**config.mk**
```make
export PLATFORM = sky130hd
export DESIGN_NAME = pipe_hazard_ctrl
export DESIGN_NICKNAME = d
export VERILOG_FILES = /design/src/rtl/pipe_pkg.sv /design/src/rtl/pipe_hazard_ctrl_hazard_detect.sv /design/src/rtl/pipe_hazard_ctrl.sv
export SDC_FILE = /design/constraint.sdc
export NUM_CORES = 1
export LEC_CHECK = 0
export ABC_AREA = 1
export CAP_MARGIN = 20
export CORE_UTILIZATION = 35
export CTS_BUF_LIST = sky130_fd_sc_hd__clkbuf_4
export DETAILED_ROUTE_END_ITERATION = 7
export GPL_ROUTABILITY_DRIVEN = 0
export GPL_TIMING_DRIVEN = 1
export HOLD_SLACK_MARGIN = 0.05
export PLACE_DENSITY_LB_ADDON = 0.3
export REMOVE_ABC_BUFFERS = 1
export SLEW_MARGIN = 20
export SYNTH_ARGS = -nofsm -noshare
export SYNTH_HDL_FRONTEND = slang
export SYNTH_SLANG_ARGS = --single-unit
```
**constraint.sdc**
```tcl
create_clock -name clk -period 2.1 [get_ports clk]
set_clock_uncertainty 0.05 [all_clocks]
set_input_delay 0.525 -clock clk [delete_from_list [all_inputs] [get_ports clk]]
set_output_delay 0.525 -clock clk [all_outputs]
set_load 0.03 [all_outputs]
```
**src/rtl/pipe_pkg.sv**
```systemverilog
// Shared definitions for the pipeline hazard controller: FSM state encoding,
// register-specifier width and the NOP word loaded by a flushed IF/ID register.
package pipe_pkg;

  localparam int REG_W = 5;

  localparam logic [31:0] NOP_INSTR = 32'h0000_0000;

  typedef enum logic [1:0] {
    RUN         = 2'd0,
    LOAD_STALL  = 2'd1,
    MEM_WAIT    = 2'd2,
    ERR_RELEASE = 2'd3
  } state_t;

endpackage

```
**src/rtl/pipe_hazard_ctrl_hazard_detect.sv**
```systemverilog
// Load-use comparator: a load in ID/EX whose destination feeds the instruction
// sitting in IF/ID. Register 0 is hard-wired and never creates a dependency.
module hazard_detect
  import pipe_pkg::*;
#(
  parameter int REG_W = pipe_pkg::REG_W
) (
  input  logic             ex_mem_read,
  input  logic [REG_W-1:0] ex_dest_reg,
  input  logic [REG_W-1:0] id_rs,
  input  logic [REG_W-1:0] id_rt,
  output logic             load_use
);

  assign load_use = ex_mem_read && (ex_dest_reg != '0) &&
                    ((ex_dest_reg == id_rs) || (ex_dest_reg == id_rt));

endmodule

```
**src/rtl/pipe_hazard_ctrl.sv**
```systemverilog
// Pipeline hazard controller: load-use stalls, branch flushes and data-memory
// wait states with timeout. Optional stall counter under PIPE_HAZARD_PERF_CNT_EN.
module pipe_hazard_ctrl
  import pipe_pkg::*;
#(
  parameter int REG_W       = pipe_pkg::REG_W,
  parameter int MEM_TIMEOUT = 16,
  parameter int CNT_W       = 16
) (
  input  logic             clk,
  input  logic             reset,
  input  logic [REG_W-1:0] id_rs,
  input  logic [REG_W-1:0] id_rt,
  input  logic             ex_mem_read,
  input  logic [REG_W-1:0] ex_dest_reg,
  input  logic             branch_taken,
  input  logic             mem_req,
  input  logic             mem_ready,
  output logic             pc_en,
  output logic             ifid_en,
  output logic             ifid_flush,
  output logic             idex_en,
  output logic             idex_bubble,
  output logic             exmem_en,
  output logic             memwb_bubble,
  output logic             mem_err,
  output logic [CNT_W-1:0] stall_cnt
);

  localparam int WAIT_W = $clog2(MEM_TIMEOUT + 1);
  localparam logic [WAIT_W-1:0] WAIT_LAST = WAIT_W'(MEM_TIMEOUT - 1);

  state_t            state, state_nxt;
  logic [WAIT_W-1:0] wait_cnt, wait_nxt;
  logic              err_nxt;
  logic              load_use;
  logic              frozen, lu_stall, br_flush;

  hazard_detect #(.REG_W(REG_W)) u_hazard_detect (
    .ex_mem_read (ex_mem_read),
    .ex_dest_reg (ex_dest_reg),
    .id_rs       (id_rs),
    .id_rt       (id_rt),
    .load_use    (load_use)
  );

  // Event priority: memory wait, then load-use, then branch flush.
  // The cycle a memory wait releases behaves like RUN so a held branch is acted on.
  always_comb begin
    frozen   = 1'b0;
    lu_stall = 1'b0;
    br_flush = 1'b0;
    case (state)
      RUN: begin
        frozen   = mem_req && !mem_ready;
        lu_stall = !frozen && load_use;
        br_flush = !frozen && !lu_stall && branch_taken;
      end
      LOAD_STALL: begin
        frozen   = mem_req && !mem_ready;
        br_flush = !frozen && branch_taken;
      end
      MEM_WAIT: begin
        frozen   = !mem_ready;
        lu_stall = !frozen && load_use;
        br_flush = !frozen && !lu_stall && branch_taken;
      end
      default: ;
    endcase
  end

  always_comb begin
    if (reset) begin
      pc_en        = 1'b0;
      ifid_en      = 1'b0;
      ifid_flush   = 1'b1;
      idex_en      = 1'b0;
      idex_bubble  = 1'b1;
      exmem_en     = 1'b0;
      memwb_bubble = 1'b1;
    end else begin
      pc_en        = !(frozen || lu_stall);
      ifid_en      = !(frozen || lu_stall);
      ifid_flush   = br_flush;
      idex_en      = !frozen;
      idex_bubble  = lu_stall || br_flush;
      exmem_en     = !frozen;
      memwb_bubble = frozen || (state == ERR_RELEASE);
    end
  end

  always_comb begin
    state_nxt = RUN;
    wait_nxt  = '0;
    err_nxt   = mem_err;
    if (frozen) begin
      if (state != MEM_WAIT) begin
        state_nxt = MEM_WAIT;
        wait_nxt  = WAIT_W'(1);
      end else if (wait_cnt == WAIT_LAST) begin
        state_nxt = ERR_RELEASE;
        err_nxt   = 1'b1;
      end else begin
        state_nxt = MEM_WAIT;
        wait_nxt  = wait_cnt + WAIT_W'(1);
      end
    end else if (lu_stall) begin
      state_nxt = LOAD_STALL;
    end
  end

  always_ff @(posedge clk or posedge reset) begin
    if (reset) begin
      state    <= RUN;
      wait_cnt <= '0;
      mem_err  <= 1'b0;
    end else begin
      state    <= state_nxt;
      wait_cnt <= wait_nxt;
      mem_err  <= err_nxt;
    end
  end

`ifdef PIPE_HAZARD_PERF_CNT_EN
  logic [CNT_W-1:0] stall_q;

  always_ff @(posedge clk or posedge reset) begin
    if (reset) begin
      stall_q <= '0;
    end else if (!pc_en && (stall_q != '1)) begin
      stall_q <= stall_q + CNT_W'(1);
    end
  end

  assign stall_cnt = stall_q;
`else
  assign stall_cnt = '0;
`endif

endmodule
```
# Word level (Yosys, flattened, before mapping)
# Index checks and enable logic that the tools add are counted.
dict set report totals {
  regBits 8
  latch_bits 0
  ram_bits 0
  romBits 0
  out_inout_bits 24
  wordCells 51
  mem_count 0
}
dict set report op_classes {
  add_sub_neg 1
  multipliers 0
  n_div 0
  magnitude_cmp 0
  eq_ne 7
  shift 0
  muxes 15
  bitwise_logic 1
  n_reduce_logical 24
}
# op n
set op_table {}
lappend op_table {{5-bit 2-to-1 mux} 3}
lappend op_table {{5-bit equality test} 2}
lappend op_table {{1-bit logical AND} 10}
lappend op_table {{1-bit 2-to-1 mux} 8}
lappend op_table {{1-bit zero test} 6}
lappend op_table {{5-bit by 1-bit adder with 5-bit output, second input constant} 1}
lappend op_table {{5-bit by 4-bit equality test with 1-bit output, second input constant} 1}
lappend op_table {{5-bit nonzero test} 1}
lappend op_table {{2-bit equality test, second input constant} 2}
lappend op_table {{1-bit logical OR} 4}
lappend op_table {{1-bit one-hot mux with 2 select lines} 2}
lappend op_table {{1-bit one-hot mux with 3 select lines} 1}
lappend op_table {{3-bit AND reduction} 1}
lappend op_table {{2-bit by 1-bit equality test with 1-bit output, second input constant} 1}
lappend op_table {{2-bit zero test} 1}
lappend op_table {{2-bit 2-to-1 mux} 1}
lappend op_table {{2-bit != test, second input constant} 1}
lappend op_table {{2-bit OR reduction} 1}
lappend op_table {{1-bit NOT} 1}

# Logic depth before layout (Yosys ltp)
dict set report logic_depth {
  depth_word 10
  ltp_mapped 11
  ltp_nobuf 11
}

# By module
# Synthesis repeated with hierarchy kept, for this count alone.
dict set report hier_totals {
  hier_cells 135
  area_unflattened_um2 877.1
}
# mod instances cells_each area_per_inst_um2 seq_area_each_um2
set modules_own_cells {}
lappend modules_own_cells {pipe_hazard_ctrl 1 90 681.9 200.2}
lappend modules_own_cells {hazard_detect 1 45 195.2 0.0}

# Worst setup path after synthesis
# Ideal clock, no wire load.
dict set report synth_path {
  path_type {register to output}
  from {register state[0]}
  to {output pc_en}
  arrival_time_ns 1.916
  required_time_ns 1.525
  slack_ns -0.391
  stages_incl_launch_ff 9
  path_buffers 1
  path_cell_list {dfrtp_1 inv_1 ha_1 o21ai_0 o21ai_1 nor2_1 nand2_1 inv_1 buf_4}
}
dict set report synth_between {
  elab_chain_cells 6
  elab_cells_between_ends 9
  cone_classes {2 x eq/ne; 3 x mux; 4 x reduce/logical}
}
# item line
set synth_lines {}
lappend synth_lines {{start: declaration} pipe_hazard_ctrl.sv:33} ;# state_t state, state_nxt;
lappend synth_lines {{start signal: assignment} pipe_hazard_ctrl.sv:118} ;# state <= state_nxt;
lappend synth_lines {{2-bit by 1-bit equality test with 1-bit output or 2-bit zero test (tied branches)} pipe_hazard_ctrl.sv:53} ;# case (state)
lappend synth_lines {{2-bit OR reduction (no source line)} -}
lappend synth_lines {{1-bit one-hot mux with 2 select lines (*)} pipe_hazard_ctrl.sv:53}
lappend synth_lines {{via frozen} pipe_hazard_ctrl.sv:37} ;# logic frozen, lu_stall, br_flush;
lappend synth_lines {{1-bit logical OR (*)} -}
lappend synth_lines {{1-bit zero test (*)} -}
lappend synth_lines {{1-bit 2-to-1 mux (*)} -}
lappend synth_lines {{end: declaration} pipe_hazard_ctrl.sv:19} ;# output logic pc_en,
# The timed path passes the listed nets; every way through them passes the cells marked *.

# Worst setup path after layout
dict set report layout_path {
  from {input id_rs[4]}
  to {output pc_en}
}
dict set report layout_between {
  elab_chain_cells 8
  elab_cells_between_ends 9
  cone_classes {1 x eq/ne; 2 x mux; 6 x reduce/logical}
}
# item line
set layout_lines {}
lappend layout_lines {{start: declaration} pipe_hazard_ctrl.sv:12} ;# input logic [REG_W-1:0] id_rs,
lappend layout_lines {{5-bit equality test (*)} pipe_hazard_ctrl_hazard_detect.sv:16} ;# ((ex_dest_reg == id_rs) || (ex_dest_reg == id_rt));
lappend layout_lines {{1-bit logical OR (*)} pipe_hazard_ctrl_hazard_detect.sv:16}
lappend layout_lines {{1-bit logical AND (*)} pipe_hazard_ctrl_hazard_detect.sv:15} ;# assign load_use = ex_mem_read && (ex_dest_reg != '0) &&
lappend layout_lines {{1-bit logical AND, on equally long branches} {pipe_hazard_ctrl.sv:65, pipe_hazard_ctrl.sv:56}}
lappend layout_lines {{1-bit one-hot mux with 2 select lines (*)} pipe_hazard_ctrl.sv:53}
lappend layout_lines {{1-bit logical OR (*)} pipe_hazard_ctrl.sv:82} ;# pc_en = !(frozen || lu_stall);
lappend layout_lines {{1-bit zero test (*)} pipe_hazard_ctrl.sv:82}
lappend layout_lines {{1-bit 2-to-1 mux (*)} pipe_hazard_ctrl.sv:73} ;# if (reset) begin
# Mark *: on every way between the ends. The rest lies on a longest branch, timed or not.

==> out/summary.txt <==
Die Width - 50.1 um
Crit path time final - 2.18 ns
Violated checks - negative setup slack
Detailed Place HPWL - 1460 um
Power Dens Cells - 453 mW/mm^2
Clock-pin slew on the worst setup and hold paths - 0.05 ns
TritonCTS Buffers - 3
Compound-cell area share of the yosys netlist - 6.64%
Post-synthesis simple-gate area fraction - 28.5%
Final Cycle Share - 104%
# IOs - 45
Setup violators final - 6
Top cell type's share of synthesized area - 24.7%
Synth Area in XOR/XNOR - 3.24%
Multiplexer share of the synthesized area - 0%
CP arrival - 1.60 ns
DRC Markers - 0
Row count - 17
Layout cell share with drive strength beyond 1 - 35.6%
Final max-slew violation count - 0
Dominant cell type by area after synthesis - dfrtp_1
GRT Util Overall - 16.2%
Final Instance Area - 0.00118 sq mm
Most common cell after layout, fill and taps aside - nand2_1
Syn_area_per_cell - 6.38 sq um
WS Path Type - in -> out
1st-iter DRT viols - 18
Nets - 191
Distinct cells, synth - 20
Worst-path maximum fanout - 3
Max Buffers Root-to-Sink - 2
# diodes - 0
Hold Vio Cnt, Final - 0
Placeable Area - 0.00219 sq mm
Largest cells by area after synthesis - dfrtp_1 25%, buf_4 17%, nand2_1 16%, inv_1 9.7%, ha_1 7.7%
Post-Synth Adder-Cell Area - 7.72%
Pleak - 0.685 nW
Via/cell ratio - 4.27
First-pass GRT wire length - 3120 um
Post-Syn Area - 811 sq um
Cells after synthesis - 127
PortBufs - 28
Vias in the first global route - 773
Drt wl/cell - 9.74 um
VDD IR max - 366 uV
Largest net degree at the start of global routing - 9
Most frequent cells in the layout - 31 x nand2_1, 16 x conb_1, 15 x inv_1
Via Count - 815
CTS root buf - clkbuf_4
Sequential fraction of the synthesis area - 24.7%
Final worst slack - -0.0757 ns
Register bit count reported by yosys - 8
Crit path required time - 1.52 ns
Pre-CTS setup slack - -0.512 ns
DRT Pass-1 Iters - 4
Largest family of logic cells by synthesized area - buffers and inverters
Initial cell density of the core - 37.0%
Hold_buf cts - 0
Post-route ant nets - 0
RSZ-0062 raised after global routing - true
Total grt overflow - 0
Die area - 0.00251 sq mm
Crit end category - output port
H-tree depth - 1
Dpl cell area - 0.00107 sq mm
Min-delay worst type - reg -> reg
Worst Setup Start Kind - input pin
CTS tree - built
Area growth, synth to finish - 46.0%
Outcome - finished with violations
Skew-Pair Late Insertion Delay - 0.24 ns
Max-cap violations - 0
Peak Freq - 0.460 GHz
# clock sinks - 8
Antenna violations before repair - 0
Total length of routed wires - 1860 um
Die height - 50.1 um
Yosys warns - 0
[cells in the mapped netlist]
cell type,number
nand3_2,1
o21ai_1,2
o2111ai_1,1
and3_1,1
nand2_1,35
ha_1,5
buf_4,18
xnor2_1,2
nor2_1,11
nand2_2,1
a21oi_1,2
clkinv_1,1
dfrtp_1,8
nand3_1,6
inv_1,21
nand4_1,1
o21ai_0,5
inv_2,4
xor2_1,1
conb_1,1
[worst max-delay path, cell delays in order]
cell and delay [ns]:
clkdlybuf4s15_1 0.18, xnor2_1 0.17, nand3_1 0.11, nand2_2 0.09, buf_4 0.12, o2111ai_4 0.11, nand2_1 0.11, inv_2 0.05
buf_6 0.13
[layout make-up]
| class | instances | area [sq um] |
|---|---|---|
| clock buffer | 3 | 22.5 |
| fill | 228 | 1010 |
| inverter | 26 | 97.6 |
| multi-input combinational | 90 | 527 |
| sequential | 8 | 201 |
| tap | 28 | 35.0 |
| timing repair buffer | 36 | 300 |
[power breakdown]
part | total [W] | internal, W | switching [W] | leakage, nW
clock | 0.000109 | 0.0000648 | 0.0000442 | 0.0138
combinational | 0.000258 | 0.000101 | 0.000157 | 0.569
sequential | 0.000169 | 0.000161 | 0.00000722 | 0.102
[registers in the layout, indices dropped and copies added (netlist names)]
name      cells
wait_cnt      5
state         2
mem_err       1
[routing by layer]
layer	GRT usage [%]	vias to the layer above	part of all wire [%]
li1	-	423	-
met1	19.5	350	44
met2	28.9	42	49
met3	3.94	0	6.3
met4	2.86	0	0
met5	0	-	0
[worst paths after layout]
kind                       depth (start not counted)  endpoint  slack (ns)     start
setup reg to reg                                   8  state[0]        0.57  state[0]
hold reg to reg                                    2   mem_err        0.42   mem_err
max in group asynchronous                          3  state[0]        1.22     reset
min in group asynchronous                          3  state[1]        0.64     reset
setup / recovery                                   9     pc_en       -0.08  id_rs[4]
hold / removal                                     2   mem_err        0.42   mem_err
[kinds of logic (layout without fill, tap and decap cells)]
family / count (synthesis) / count (layout)
fa+ha+maj: 5 / 5
other cells: 1 / 16
simple gates: 56 / 56
compound gates: 10 / 10
xor+xnor: 3 / 3
flops: 8 / 8
buf+inv: 44 / 65
[repair_timing]
action / 4_1_cts / 5_1_grt
pin swaps: 28 / 5
resized for setup: 90 / 8
setup buffers: 1 / 2
endpoints found under the setup margin: 7 / 7
[metrics by stage]
stage | hold slack (ns) | TNS [ns] | util, % | instances | total power [W]
floorplan | 0.307 | -2.29 | - | 124 | 0.000304
global placement | 0.412 | -2.38 | 48.7 | 185 | 0.000392
detailed placement | 0.407 | -2.51 | 48.7 | 185 | 0.000397
CTS | 0.429 | -0.328 | 51.3 | 189 | 0.000527
global route | 0.441 | -0.971 | 54.0 | 191 | 0.000581
finish | 0.416 | -0.321 | 54.0 | 191 | 0.000536
Note: power is estimated with default switching activity, not from simulation.
==> RTL edit 1, RTL diff (same flow settings) <==
Register the output `mem_err` once more; this adds one clock of latency there. The other outputs are not delayed to match.
--- a/src/rtl/pipe_hazard_ctrl.sv
+++ b/src/rtl/pipe_hazard_ctrl.sv
@@ -29,6 +29,8 @@
 
   localparam int WAIT_W = $clog2(MEM_TIMEOUT + 1);
   localparam logic [WAIT_W-1:0] WAIT_LAST = WAIT_W'(MEM_TIMEOUT - 1);
+
+  logic mem_err_s0;
 
   state_t            state, state_nxt;
   logic [WAIT_W-1:0] wait_cnt, wait_nxt;
@@ -92,7 +94,7 @@
   always_comb begin
     state_nxt = RUN;
     wait_nxt  = '0;
-    err_nxt   = mem_err;
+    err_nxt   = mem_err_s0;
     if (frozen) begin
       if (state != MEM_WAIT) begin
         state_nxt = MEM_WAIT;
@@ -113,11 +115,11 @@
     if (reset) begin
       state    <= RUN;
       wait_cnt <= '0;
-      mem_err  <= 1'b0;
+      mem_err_s0 <= 1'b0;
     end else begin
       state    <= state_nxt;
       wait_cnt <= wait_nxt;
-      mem_err  <= err_nxt;
+      mem_err_s0 <= err_nxt;
     end
   end
 
@@ -137,4 +139,8 @@
   assign stall_cnt = '0;
 `endif
 
+  always_ff @(posedge clk) begin
+    mem_err <= mem_err_s0;
+  end
+
 endmodule
Behaviour: same outputs for any inputs over 10 cycles, from zero or initial values and one cycle with reset high; that may be too few to reach the edited logic, so the function may still have changed.
==> RTL edit 1 against the original RTL <==
The flow still finishes with violations (negative setup slack); non-clock buffer count is 2 lower; worst setup slack barely moved; sequential cell count is 1 higher; design area up 5.0%; combinational power increased by 7%; global-route usage up 0.65 points; wire length up 0.65%; register-to-register slack gained 90 ps; area after synthesis up 2.5%; final cell count stayed put; power up 15%; critical path type is now flop to output port; critical endpoint is now ifid_en; largest cell class unchanged.
==> RTL edit 1: results (changes against the original RTL) <==
Sorting the synthesized cells by area gives the leading types as sky130_fd_sc_hd__dfrtp_1 24%, sky130_fd_sc_hd__buf_4 16%, sky130_fd_sc_hd__nand2_1 16%. The logs give 0 (unchanged) for the number of diodes and 190 (-0.52%) for the final-stage net count. The logs give 0.5186 mV (+42%) for the maximum resistive drop on vdd and 1 (unchanged) for the maximum level of the CTS H-tree. For the maximum number of pins on one net before global-route repair, the log shows 9 (unchanged). The largest registers in the layout are wait_cnt: 5 flops, state: 2 flops. The clock transition at the registers of the reported paths is 70 ps (+20 ps). The share of synthesized flip-flops with an asynchronous set or reset is 88.89% (-11 points), and the maximum fanout encountered on the critical timing path is 3 (unchanged). The number of setup violations in the final report came out at 7 (+1). The detail-routed net length per standard cell is 9.801 µm (+0.65%), and the cell area after placement is 0.001087 mm² (+1.9%).

The cell leakage power is 0.7024 nW (+2.6%), and the number of different library cells in the post-synthesis netlist is 21 (+5.0%). The first-pass GRT wire length is 3.298 mm (+5.8%). The average instance area after synthesis was 6.491 µm² (+1.7%). The run gives 270 ps (+30 ps) as the later-pin clock latency in the skew report.

The placed wire-length estimate after detailed placement was 1.402 mm (-3.8%); the share of post-route cells with drive strength above 1 was 37.42% (+1.8 points). The tools report the count of vias placed by the detailed router as 820 (+0.61%). For the total routing usage reported by global routing, the log shows 16.82% (+0.65 points).

The critical path in this run is classified as flop to output port. The checks that failed: negative setup slack. The part of the Yosys area used for sequential elements is 26.51% (+1.8 points). The logs give 11 (-7) for the initial detailed-routing violation count and 794 (+2.7%) for the via count of the first global-routing pass. The run finished, with violations left. The logs give 218 (-4.4%) for the number of inserted filler cells in the final layout and 1.872 mm (+0.65%) for the final wirelength. The share of the synthesized area in the top cell type was 24.10% (-0.59 points); the worst setup margin was -76.08 ps (-0.3415 ps).
-- RTL edit 1: cell types whose count changed after synthesis --
cell                      before  now
sky130_fd_sc_hd__dfxtp_1       0    1
-- RTL edit 1: metrics by stage --
step	util, %	worst slack (ps)	setup TNS, ps	hold slack, ps	total power, W
3_3_place_gp	48.68	-450.4	-2286	310.4	0.0004114
6_report	55.63	-76.08	-370.9	310.5	0.0006143
5_1_grt	55.63	-181.5	-964.6	333.3	0.0006535
4_1_cts	52.38	-64.98	-284.9	319.0	0.0005880
2_1_floorplan	-	-678.5	-2290	297.2	0.0003238
3_5_place_dp	48.68	-462.0	-2347	307.7	0.0004146
-- RTL edit 1: cell families after synthesis --
| family | Yosys count | share of synthesized area, % |
|---|---|---|
| AND/OR/NAND/NOR | 56 | 27.86 |
| buffers and inverters | 44 | 28.01 |
| AO/OA/AOI/OAI | 10 | 6.476 |
| flip-flops | 9 | 26.51 |
| adder cells (fa/ha/maj) | 5 | 7.530 |
| XOR/XNOR | 3 | 3.163 |
| other | 1 | 0.4514 |
-- RTL edit 1: per-layer routing --
metal  routed length [µm]  up-vias  track usage, %
met5                    0        -               0
met4                    0        0           2.778
met3                   82        0           5.152
met2                 1033       20           30.89
met1                  756      381           19.15
li1                     -      419               -
-- RTL edit 1: worst paths after layout --
check,end,from,cells after the start,slack (ps)
setup / recovery,ifid_en,state[1],8,-80
hold / removal,mem_err,mem_err_s0,0,310
setup reg to reg,wait_cnt[3],state[1],7,660
hold reg to reg,mem_err,mem_err_s0,0,310
max in group asynchronous,wait_cnt[3],reset,3,1250
min in group asynchronous,state[1],reset,3,610
-- RTL edit 1: power breakdown --
group	internal, W	switching (W)
Sequential	0.000180	0.00000698
Combinational	0.000116	0.000161
Clock	0.0000863	0.0000647
Total	0.000382	0.000232
-- RTL edit 1: cell type report --
type                       instances  share of cell area [%]
clock buffer                       4                   2.417
inverter                          26                   7.956
multi-input combinational         90                   42.60
sequential                         9                   17.72
tap                               28                   2.820
timing repair buffer              34                   26.49
-- RTL edit 1: what timing repair did --
item / CTS / global route
buffers inserted: 0 / 1
endpoints found under the setup margin: 7 / 7
gates cloned: 0 / 0
pin swaps: 28 / 11
gates resized for setup: 95 / 15
-- RTL edit 1: critical path: stages, from the launching register on --
cell and delay, ps:
sky130_fd_sc_hd__dfrtp_1 420, sky130_fd_sc_hd__inv_2 80, sky130_fd_sc_hd__ha_2 200, sky130_fd_sc_hd__o21ai_4 130, sky130_fd_sc_hd__o21ai_2 90, sky130_fd_sc_hd__nor2_2 130
sky130_fd_sc_hd__nand2_1 80, sky130_fd_sc_hd__inv_2 70, sky130_fd_sc_hd__buf_6 130
==> RTL edit 2, RTL diff (same settings) <==
Without the edit above. Change the parameter `CNT_W` from 16 to 12.
--- a/src/rtl/pipe_hazard_ctrl.sv
+++ b/src/rtl/pipe_hazard_ctrl.sv
@@ -5,7 +5,7 @@
 #(
   parameter int REG_W       = pipe_pkg::REG_W,
   parameter int MEM_TIMEOUT = 16,
-  parameter int CNT_W       = 16
+  parameter int CNT_W       = 12
 ) (
   input  logic             clk,
   input  logic             reset,
Interface: changed (resized stall_cnt); port bits go from 45 to 41. No check against the original RTL was run, so the function may have changed too.
==> RTL edit 2 against the original RTL <==
Design area rose by 3.8%; global-route usage up 0.38 points; area after synthesis shrank 3.7%; sequential cell count unchanged; maximum frequency up 0.90%; largest power group unchanged; wire length shrank 1.3%; clock power up 4%; register-to-register slack improved by 30 ps; power is 1.9% higher; worst setup slack gained 20 ps; non-clock buffer count is the same; the run still ends with negative setup slack left.
==> RTL edit 2: results (changes against the original RTL) <==
The met2 wire length is 986 µm (+7.2%), and the number of cell instances on the worst register-to-register path is 7 (-1). Met3 wirelength from detailed routing: 67 µm (-43%). The share of post-route cells with drive strength above 1 is 46.54% (+11 points). Signal routing reaches up to met4. The checks that failed: negative setup slack. Power per cell area: 444.7 mW/mm² (-1.8%). The detail-routed net length per standard cell is 9.871 µm (+1.4%), and the final wirelength is 1.836 mm (-1.3%). The fraction of synthesized cell area in xor and xnor cells came out at 3.365% (+0.12 points).

The run gives 445.8 ps (+29.49 ps) as the final hold slack. The compound-gate portion of the synthesized area was 6.891% (+0.26 points). The arrival time reported for the critical path endpoint came out at 1580 ps (-20 ps).

The logs give 6 (unchanged) for the number of setup violations in the final report and 30.14% (+1.2 points) for the met2 track demand over resource. The worst setup margin is -56.23 ps (+19.50 ps). The layout multi-input combinational cell count came out at 86 (-4.4%). The final-stage net count was 187 (-2.1%); the cell depth of the worst min-delay path was 1 (-1). The wire length on met1 is 773 µm (-5.8%). The flow ran to the end, but the final reports show violations. The clock tree cell share of total cell area works out to 1.833% (-0.070 points). In this run the most critical hold path is launched from wait_cnt[2].

For the total routing usage reported by global routing, the log shows 16.56% (+0.38 points). The tools report the cell leakage power as 0.6917 nW (+0.99%). The endpoint with the worst hold slack is wait_cnt[2]. For the number of inserted filler cells in the final layout, the log shows 193 (-15%).

The area share of buffers outside the clock network is 26.58% (+1.2 points). The average instance area after synthesis came out at 6.348 µm² (-0.57%). For the setup slack at placement, the log shows -462.6 ps (+49.84 ps). The cell area after placement came out at 0.001051 mm² (-1.5%). The logs give 16 (-1) for the row count and 745 (-3.6%) for the via count of the first global-routing pass. The global-route track usage on met1 came out at 19.31% (-0.21 points). The combined area of the multi-input logic cells came out at 543.0 µm² (+3.1%). The vias per cell was 4.355 (+2.1%).

The sequential fraction of total cell area is 16.40% (-0.62 points).
## RTL edit 2: worst max path at each step
| stage | end | from | cells after the start |
|---|---|---|---|
| final | idex_bubble | mem_ready | 9 |
| after global routing | ifid_en | state[1] | 8 |
| after detailed placement | idex_bubble | ex_dest_reg[3] | 13 |
| after global placement | idex_bubble | ex_dest_reg[0] | 13 |
| after floorplan | ifid_en | state[0] | 7 |
| after CTS | ifid_en | state[0] | 8 |
## RTL edit 2: worst max-delay path, stage by stage
cell and delay [ps]:
sky130_fd_sc_hd__dlygate4sd2_1 260, sky130_fd_sc_hd__inv_2 80, sky130_fd_sc_hd__nand2_2 80, sky130_fd_sc_hd__buf_4 140
sky130_fd_sc_hd__a21oi_2 130, sky130_fd_sc_hd__nand2_2 70, sky130_fd_sc_hd__nand3_2 90, sky130_fd_sc_hd__nand3_2 70
sky130_fd_sc_hd__buf_6 140
## RTL edit 2: power by group
group	switching [W]	internal, W
sequential	0.00000702	0.000161
clock	0.0000477	0.0000651
combinational	0.000154	0.000111
